### src/rtl/fp_packer.sv
// Packs a normalized-or-not significand product into an IEEE-754 word:
// multi-cycle normalization, round-to-nearest-even, range clamping and special values.
`timescale 1ns/1ps
module fp_packer #(
    parameter int IS_DOUBLE  = 0,
    parameter int WIDTH      = IS_DOUBLE ? 64 : 32,
    parameter int EXPONENT_W = IS_DOUBLE ? 11 : 8,
    parameter int MANTISSA_W = IS_DOUBLE ? 52 : 23
) (
    input  logic                           clk,
    input  logic                           rst,
    input  logic                           in_valid,
    output logic                           in_ready,
    input  logic                           in_sign,
    input  logic signed [EXPONENT_W+1:0]   in_exp,
    input  logic        [2*MANTISSA_W+1:0] in_mant,
    input  logic                           in_nan,
    input  logic                           in_inf,
    input  logic                           in_zero,
    output logic                           out_valid,
    input  logic                           out_ready,
    output logic        [WIDTH-1:0]        out_res,
    output logic        [1:0]              fsm_state
);
    localparam int P = 2*MANTISSA_W+2;
    localparam int E = EXPONENT_W+2;

    localparam logic signed [E-1:0] EXP_ONE = {{(E-1){1'b0}}, 1'b1};
    localparam logic signed [E-1:0] EXP_MAX = {1'b0, {(E-1){1'b1}}};
    localparam logic signed [E-1:0] EXP_MIN = {1'b1, {(E-1){1'b0}}};
    localparam logic signed [E-1:0] EXP_INF = {2'b00, {EXPONENT_W{1'b1}}};

    // Handshake: a transfer happens on a rising edge where valid and ready are both high;
    // valid never depends on ready, and the payload is held stable while valid waits.
    typedef enum logic [1:0] {IDLE = 2'd0, NORM = 2'd1, ROUND = 2'd2, OUT = 2'd3} state_t;

    state_t                 state, state_next;
    logic                   sign_r, sign_next;
    logic signed [E-1:0]    exp_r, exp_next;
    logic        [P-1:0]    mant_r, mant_next;
    logic                   sticky_r, sticky_next;
    logic        [WIDTH-1:0] res_r, res_next;

    logic                   special;
    logic [MANTISSA_W-1:0]  frac;
    logic                   guard;
    logic                   low_sticky;
    logic                   round_up;
    logic [MANTISSA_W:0]    frac_sum;
    logic signed [E-1:0]    exp_rnd;
    logic [WIDTH-1:0]       round_res;
    logic [WIDTH-1:0]       special_res;

    // Exponent moves saturate so extreme inputs clamp instead of wrapping sign.
    function automatic logic signed [E-1:0] exp_inc(input logic signed [E-1:0] x);
        return (x == EXP_MAX) ? x : x + EXP_ONE;
    endfunction

    function automatic logic signed [E-1:0] exp_dec(input logic signed [E-1:0] x);
        return (x == EXP_MIN) ? x : x - EXP_ONE;
    endfunction

    assign special = in_nan | in_inf | in_zero;

    always_comb begin
        if (in_nan)
            special_res = {1'b0, {EXPONENT_W{1'b1}}, 1'b1, {(MANTISSA_W-1){1'b0}}};
        else if (in_inf)
            special_res = {in_sign, {EXPONENT_W{1'b1}}, {MANTISSA_W{1'b0}}};
        else
            special_res = {in_sign, {(WIDTH-1){1'b0}}};
    end

    always_comb begin
        frac       = mant_r[P-3 -: MANTISSA_W];
        guard      = mant_r[P-3-MANTISSA_W];
        low_sticky = (|mant_r[P-4-MANTISSA_W:0]) | sticky_r;
        round_up   = guard & (low_sticky | frac[0]);
        frac_sum   = {1'b0, frac} + {{MANTISSA_W{1'b0}}, round_up};
        exp_rnd    = frac_sum[MANTISSA_W] ? exp_inc(exp_r) : exp_r;
        if (exp_rnd >= EXP_INF)
            round_res = {sign_r, {EXPONENT_W{1'b1}}, {MANTISSA_W{1'b0}}};
        else if (exp_rnd[E-1] || exp_rnd == '0)
            round_res = {sign_r, {(WIDTH-1){1'b0}}};
        else
            round_res = {sign_r, exp_rnd[EXPONENT_W-1:0], frac_sum[MANTISSA_W-1:0]};
    end

    always_ff @(posedge clk or posedge rst) begin
        if (rst) state <= IDLE;
        else     state <= state_next;
    end

    always_comb begin
        state_next = state;
        unique case (state)
            IDLE:  if (in_valid) state_next = special ? OUT : NORM;
            NORM: begin
                if (mant_r[P-1] || mant_r[P-2]) state_next = ROUND;
                else if (mant_r == '0)          state_next = OUT;
                else                            state_next = NORM;
            end
            ROUND: state_next = OUT;
            OUT:   if (out_ready) state_next = IDLE;
        endcase
    end

    always_comb begin
        in_ready  = (state == IDLE) & ~rst;
        out_valid = (state == OUT);
        out_res   = res_r;
        fsm_state = state;
    end

    always_comb begin
        sign_next   = sign_r;
        exp_next    = exp_r;
        mant_next   = mant_r;
        sticky_next = sticky_r;
        res_next    = res_r;
        unique case (state)
            IDLE: begin
                if (in_valid) begin
                    sign_next   = in_sign;
                    exp_next    = in_exp;
                    mant_next   = in_mant;
                    sticky_next = 1'b0;
                    res_next    = special ? special_res : '0;
                end
            end
            NORM: begin
                if (mant_r[P-1]) begin
                    mant_next   = mant_r >> 1;
                    sticky_next = sticky_r | mant_r[0];
                    exp_next    = exp_inc(exp_r);
                end else if (mant_r[P-2]) begin
                    mant_next = mant_r;
                end else if (mant_r == '0) begin
                    res_next = {sign_r, {(WIDTH-1){1'b0}}};
                end else begin
                    mant_next = mant_r << 1;
                    exp_next  = exp_dec(exp_r);
                end
            end
            ROUND: res_next = round_res;
            OUT:   res_next = res_r;
        endcase
    end

    always_ff @(posedge clk or posedge rst) begin
        if (rst) begin
            sign_r   <= 1'b0;
            exp_r    <= '0;
            mant_r   <= '0;
            sticky_r <= 1'b0;
            res_r    <= '0;
        end else begin
            sign_r   <= sign_next;
            exp_r    <= exp_next;
            mant_r   <= mant_next;
            sticky_r <= sticky_next;
            res_r    <= res_next;
        end
    end

endmodule

### config.mk
export PLATFORM = sky130hd
export DESIGN_NAME = fp_packer
export DESIGN_NICKNAME = d
export VERILOG_FILES = /design/src/rtl/fp_packer.sv
export SDC_FILE = /design/constraint.sdc
export NUM_CORES = 1
export LEC_CHECK = 0
export CORE_ASPECT_RATIO = 0.6
export CORE_MARGIN = 2
export CORE_UTILIZATION = 59
export DETAILED_ROUTE_END_ITERATION = 6
export MAX_ROUTING_LAYER = met4
export PLACE_DENSITY = 0.89
export SLEW_MARGIN = 20
export SYNTH_ARGS = -nofsm -noshare
export SYNTH_HDL_FRONTEND = slang
export SYNTH_SLANG_ARGS = --single-unit
### constraint.sdc
create_clock -name clk -period 6.03 [get_ports clk]
set_clock_uncertainty 0.05 [all_clocks]
set_input_delay 1.206 -clock clk [delete_from_list [all_inputs] [get_ports clk]]
set_output_delay 1.206 -clock clk [all_outputs]
set_load 0.05 [all_outputs]
# Yosys cells after proc, flatten, opt, wreduce, memory -nomap -nowiden
# Index checks and enable logic that the tools add are counted.
# word_totals
word_cells,80
out_inout_bits,36
ff_bits,94
# op_classes
n_eq_ne,14
muxes,32
n_reduce_logical,14
n_bitwise,9
add_sub_neg,3
order_cmp,1
# ops
op,count
2-to-1 mux 32 bit,6
2-to-1 mux 47 bit,3
one-hot mux 32 bit (3 select lines),1
one-hot mux 48 bit (2 select lines),1
2-to-1 mux 31 bit,3
2-to-1 mux 10 bit,7
logical NOT 48 bit,1
2-to-1 mux 48 bit,1
adder 23 x 1 -> 24 bit,1
OR reduction 22 bit,1
"== test 10 bit, second input constant",2
one-hot mux 10 bit (2 select lines),1
"adder 10 x 2 -> 10 bit, second input constant",1
">= comparator 10 x 9 -> 1 bit, second input constant",1
logical NOT 10 bit,1
2-to-1 mux 2 bit,5
"inequality test 2 bit, second input constant",5
AND reduction 5 bit,2
"subtractor 10 x 2 -> 10 bit, second input constant",1
"inequality test 3 bit, second input constant",3
one-hot mux 2 bit (4 select lines),1
AND reduction 2 bit,3
bitwise OR 1 bit,5
"== test 2 bit, second input constant",2
other kinds (11),15

# Logic depth before layout (Yosys ltp)
# depth
word_depth,11
depth_mapped,11
depth_no_buf,8

# Worst setup path after synthesis
# No wires, ideal clock.
# synth_timing
kind,input -> output
startpoint,in rst
endpoint,out in_ready
path_buffers,0
path_slack_ps,2879
t_required_ps,4774
path_stages,1
arrival_ps,1895
cell_sequence,nor2b_1
# synth_via
elab_chain_len,2
# synth_lines
item,line,text
from (decl),11,"input logic rst,"
NOT 1 bit,109,in_ready = (state == IDLE) & ~rst;
AND 1 bit,109,
to (decl),13,"output logic in_ready,"
# No other way between the ends.

# Worst setup path after layout
# Ends and elaborated chain as after synthesis.

==> flow_summary.html <==
<table>
<tr><th>Metric</th><th>Value</th></tr>
<tr><th colspan="2">Run status</th></tr>
<tr><td>Run status</td><td>complete, no violations</td></tr>
<tr><th colspan="2">Critical path</th></tr>
<tr><td>Worst setup path category</td><td>primary input to output port</td></tr>
<tr><td>Required time of the critical path</td><td>between 4 and 5 ns</td></tr>
<tr><td>Startpoint kind of the worst setup timing path</td><td>primary input</td></tr>
<tr><td>Launch point of the worst reg-to-reg path</td><td>mant_r[17]</td></tr>
<tr><td>R2r setup slk</td><td>between 2 and 2.5 ns</td></tr>
<tr><td>Largest driver fanout on the critical path</td><td>2</td></tr>
<tr><td>Data arrival time at the worst-slack endpoint</td><td>about 2.6 ns</td></tr>
<tr><td>Critical Path End Type</td><td>output port</td></tr>
<tr><td>Endpoint of the worst-slack reg-to-reg timing path</td><td>out_res[20]</td></tr>
<tr><td>Depth of the worst register-to-register path</td><td>6</td></tr>
<tr><th colspan="2">Clock network</th></tr>
<tr><td>CTS max path bufs</td><td>2</td></tr>
<tr><td>Source-to-sink clock delay at the later pin of the worst-skew pair</td><td>around 0.35 ns</td></tr>
<tr><td>Postcts setup bufs</td><td>0</td></tr>
<tr><td>Root buffer selected by CTS</td><td>sky130_fd_sc_hd__clkbuf_16</td></tr>
<tr><td>Inserted Clock Buffers</td><td>9</td></tr>
<tr><td>Number of sinks driven by the clock tree</td><td>between 90 and 100</td></tr>
<tr><td>TritonCTS clock tree</td><td>done</td></tr>
<tr><td>Post-CTS resize count</td><td>0</td></tr>
<tr><td>Post-CTS Hold Fix Bufs</td><td>0</td></tr>
<tr><td>Worst-path clk slew</td><td>around 0.07 ns</td></tr>
<tr><td>CTS H-Tree Depth</td><td>3</td></tr>
<tr><th colspan="2">Finish</th></tr>
<tr><td>Most frequent cells in the layout</td><td>sky130_fd_sc_hd__a21oi_1, sky130_fd_sc_hd__nor2_1, sky130_fd_sc_hd__nand2_1, sky130_fd_sc_hd__clkdlybuf4s50_1, sky130_fd_sc_hd__dfrtp_1</td></tr>
<tr><td>Number of fillers in the final layout</td><td>789</td></tr>
<tr><td>Number of standard cells in the final layout excluding fillers</td><td>around 1000</td></tr>
<tr><td>Area overhead of the layout relative to synthesis</td><td>20.1%</td></tr>
<tr><td>Net count reported at finish</td><td>approximately 930</td></tr>
<tr><td>Fraction of final layout cells sized beyond drive strength 1</td><td>0.0705</td></tr>
<tr><td>Most frequent standard cell in the layout excluding fill and tap cells</td><td>sky130_fd_sc_hd__a21oi_1</td></tr>
<tr><td>N_diodes</td><td>0</td></tr>
<tr><th colspan="2">Global routing</th></tr>
<tr><td>Met3 demand-to-capacity share in global routing</td><td>0.0896</td></tr>
<tr><td>Largest net degree at the start of global routing</td><td>between 90 and 100</td></tr>
<tr><td>Top Usage Layer GRT</td><td>met1</td></tr>
<tr><td>Antenna violations before repair</td><td>0</td></tr>
<tr><td>Wire length of the first global-routing pass</td><td>31500 um</td></tr>
<tr><td>Via count of the first global-routing pass</td><td>about 6000</td></tr>
<tr><td>Met2 track utilization from global routing</td><td>0.479</td></tr>
<tr><td>GR met1 Demand/Resource</td><td>0.507</td></tr>
<tr><td>Global router's overall resource usage</td><td>0.346</td></tr>
<tr><td>Total gr overflow</td><td>0</td></tr>
<tr><th colspan="2">Die</th></tr>
<tr><td>Total I/O pin count</td><td>between 100 and 150</td></tr>
<tr><td>Die Outline Area</td><td>approximately 0.012 sq mm</td></tr>
<tr><td>Core area</td><td>approximately 0.011 sq mm</td></tr>
<tr><td>Die extent in x</td><td>138 um</td></tr>
<tr><td>Total number of placement rows</td><td>29</td></tr>
<tr><td>Initial Utilization</td><td>0.604</td></tr>
<tr><td>Die Height</td><td>84.4 um</td></tr>
<tr><th colspan="2">Power and ir drop</th></tr>
<tr><td>Total chip power</td><td>between 4000 and 5000 uW</td></tr>
<tr><td>Switching component of the power</td><td>~2400 uW</td></tr>
<tr><td>Pint</td><td>between 2000 and 2500 uW</td></tr>
<tr><td>Sequential share of power</td><td>0.305</td></tr>
<tr><td>Worst IR drop on VDD</td><td>419 uV</td></tr>
<tr><td>Power share of the combinational group</td><td>0.546</td></tr>
<tr><td>Total leakage power</td><td>0.00300 uW</td></tr>
<tr><td>Power density relative to cell area</td><td>601 mW/mm^2</td></tr>
<tr><td>Clock power frac</td><td>0.149</td></tr>
<tr><td>Sw Share</td><td>0.514</td></tr>
<tr><th colspan="2">Synth</th></tr>
<tr><td>Most used flip-flop cell after synthesis</td><td>sky130_fd_sc_hd__dfrtp_1</td></tr>
<tr><td>Async set or reset register ratio after synthesis</td><td>1.00</td></tr>
<tr><td>Number of instances in the synthesized netlist</td><td>819</td></tr>
<tr><td>Mean instance size in the synthesized netlist</td><td>a little under 8 sq um</td></tr>
<tr><td>Synthesized flop and latch total</td><td>between 90 and 100</td></tr>
<tr><td>Post-Syn Area</td><td>approximately 0.0064 sq mm</td></tr>
<tr><td>Number of nets produced by synthesis</td><td>approximately 900</td></tr>
<tr><td>Sequential fraction of the synthesis area</td><td>0.370</td></tr>
<tr><td>Synthesis Warnings</td><td>0</td></tr>
<tr><td>Distinct cell type count after synthesis</td><td>60</td></tr>
<tr><td>EDFF count, synth</td><td>0</td></tr>
<tr><th colspan="2">Detailed routing</th></tr>
<tr><td>Number of routed nets with antenna violations</td><td>0</td></tr>
<tr><td>Residual DRC count</td><td>0</td></tr>
<tr><td>Drt via density</td><td>6.38</td></tr>
<tr><td>Mean routed wirelength per cell</td><td>19.0 um</td></tr>
<tr><td>First-pass iteration count of the detailed router</td><td>5</td></tr>
<tr><td>Count of routing violations after the opening detailed-route iteration</td><td>slightly above 700</td></tr>
<tr><td>Routed vias</td><td>approximately 6400</td></tr>
<tr><td>Final wirelength</td><td>between 15000 and 20000 um</td></tr>
<tr><th colspan="2">Min path</th></tr>
<tr><td>Cells on Worst Hold Path</td><td>2</td></tr>
<tr><td>Startpoint of the lowest-slack hold path</td><td>out_res[0]</td></tr>
<tr><td>Worst hold path endpoint</td><td>out_res[0]</td></tr>
<tr><td>Classification of the worst-slack hold path</td><td>register to register</td></tr>
<tr><th colspan="2">Timing</th></tr>
<tr><td>Final hold violation count</td><td>0</td></tr>
<tr><td>Final critical-path share of the clock period</td><td>0.639</td></tr>
<tr><td>Final worst path period need</td><td>roughly 3.9 ns</td></tr>
<tr><td>Relative max-transition margin</td><td>0.387</td></tr>
<tr><td>Slew Limit Fails</td><td>0</td></tr>
<tr><td>Total Negative Setup Slacks</td><td>0 ns</td></tr>
<tr><td>RSZ-0062 raised after global routing</td><td>no</td></tr>
<tr><td>Slew @ Worst Pin</td><td>roughly 0.92 ns</td></tr>
<tr><td>Maximum clock frequency</td><td>around 260 MHz</td></tr>
<tr><td>Number of endpoints failing setup at the final stage</td><td>0</td></tr>
<tr><th colspan="2">Placed design</th></tr>
<tr><td>Post-DP HPWL</td><td>around 14000 um</td></tr>
<tr><td>Count of buffers from port buffering</td><td>approximately 100</td></tr>
<tr><td>Gp weighted congestion</td><td>approximately 0.9</td></tr>
<tr><td>Cells after DPL</td><td>between 900 and 1000</td></tr>
<tr><th colspan="2">Run</th></tr>
<tr><td>Max-capacitance violation count</td><td>0</td></tr>
</table>
==> power by group through the flow <==
stage	sequential [uW]	clock [uW]	combinational, uW
after floorplan	1320	0	1870
after global placement	1360	0	2350
after detailed placement	1380	0	2460
after CTS	1380	683	2470
after global routing	1450	715	2760
final	1400	683	2510
==> sequential cells by signal, summed over array words and instances, names as in the netlist <==
name,flops
sticky_r,1
out_res,32
exp_r,10
mant_r,48
sign_r,1
fsm_state,2
==> cell families (layout without fill, tap and decap cells) <==
kind of cell | Yosys count | after routing | share of synthesized area
AOI/OAI and AO/OA | 244 | 244 | 0.242
DFF | 94 | 94 | 0.370
muxes | 13 | 13 | 0.0213
xor gates and xnor gates | 28 | 28 | 0.0398
buffers and inverters | 94 | 140 | 0.0665
adders and majority gates | 8 | 8 | 0.0157
and+or+nand+nor | 338 | 338 | 0.245
==> worst max-delay path by stage <==
stage | startpoint | endpoint | slack [ns] | cells after the start
final | rst | in_ready | 2.18 | 3
after global routing | rst | in_ready | 2.12 | 3
after global placement | rst | in_ready | 2.20 | 3
after CTS | rst | in_ready | 2.20 | 3
after detailed placement | rst | in_ready | 2.21 | 3
after floorplan | rst | exp_r[0] | 2.33 | 1
==> layer usage <==
metal  share of wire  routed length [um]
met1            0.45                8510
met2            0.42                8040
met3            0.12                2240
met4           0.016                 314
met5               0                   0
==> layout make-up <==
type / count / area, sq um / share of cell area
sequential: 94 / 2350 / 0.308
multi-input combinational: 631 / 3620 / 0.474
tap: 139 / 174 / 0.0228
clock inverter: 6 / 115 / 0.0151
timing repair buffer: 109 / 1080 / 0.141
clock buffer: 10 / 239 / 0.0313
inverter: 15 / 58.8 / 0.00770
==> critical path, stage by stage <==
cell                              delay [ns]
sky130_fd_sc_hd__clkdlybuf4s50_1        0.46
sky130_fd_sc_hd__nor2b_1                0.13
sky130_fd_sc_hd__clkdlybuf4s50_1        0.81
==> cells in the mapped netlist, types with 2 or more instances <==
cell                       count  area share
sky130_fd_sc_hd__dfrtp_1      94        0.37
sky130_fd_sc_hd__or3_1         7      0.0069
sky130_fd_sc_hd__mux2i_1       9       0.014
sky130_fd_sc_hd__ha_1          8       0.016
sky130_fd_sc_hd__nand2_1     113       0.067
sky130_fd_sc_hd__nand4_1      12       0.012
sky130_fd_sc_hd__nand4_2       2      0.0039
sky130_fd_sc_hd__o221a_2       6       0.011
sky130_fd_sc_hd__o21ai_0      29       0.023
sky130_fd_sc_hd__o41ai_1      14       0.019
sky130_fd_sc_hd__nor4_4        2      0.0067
sky130_fd_sc_hd__buf_6         5      0.0089
sky130_fd_sc_hd__a21oi_1     150        0.12
sky130_fd_sc_hd__nor2b_1       4      0.0039
sky130_fd_sc_hd__nor4_1       11       0.011
sky130_fd_sc_hd__buf_4         2      0.0024
sky130_fd_sc_hd__nor3_1       11      0.0087
sky130_fd_sc_hd__nand2b_1      4      0.0039
sky130_fd_sc_hd__a22oi_1       4      0.0047
sky130_fd_sc_hd__and3_1        5      0.0049
sky130_fd_sc_hd__buf_1         4      0.0024
sky130_fd_sc_hd__o22a_1        3      0.0041
sky130_fd_sc_hd__and2_1        5      0.0049
sky130_fd_sc_hd__xor2_1       16       0.022
sky130_fd_sc_hd__clkbuf_1     48       0.028
sky130_fd_sc_hd__nor3b_1       2      0.0024
sky130_fd_sc_hd__nand3_1      21       0.017
sky130_fd_sc_hd__a22o_1        5      0.0069
sky130_fd_sc_hd__and4_1        3      0.0041
sky130_fd_sc_hd__o211ai_1      2      0.0024
sky130_fd_sc_hd__mux2_2        4      0.0071
sky130_fd_sc_hd__o221ai_1      2      0.0028
sky130_fd_sc_hd__a31oi_1       7      0.0069
sky130_fd_sc_hd__inv_1        15      0.0089
sky130_fd_sc_hd__o41ai_2      11       0.028
sky130_fd_sc_hd__xnor2_1      11       0.015
sky130_fd_sc_hd__buf_2        20       0.016
sky130_fd_sc_hd__nor2_1      126       0.074
==> per-stage QoR <==
step / util / setup WS (ns) / hold WS (ns) / instance area, sq um
after floorplan: - / 2.33 / 0.430 / 6360
after global placement: 0.690 / 2.20 / 0.407 / 7260
after detailed placement: 0.692 / 2.21 / 0.414 / 7280
after CTS: 0.726 / 2.20 / 0.437 / 7630
after global routing: 0.726 / 2.12 / 0.460 / 7640
final: 0.726 / 2.18 / 0.433 / 7640
No activity file was read; power rests on OpenSTA's default activity.
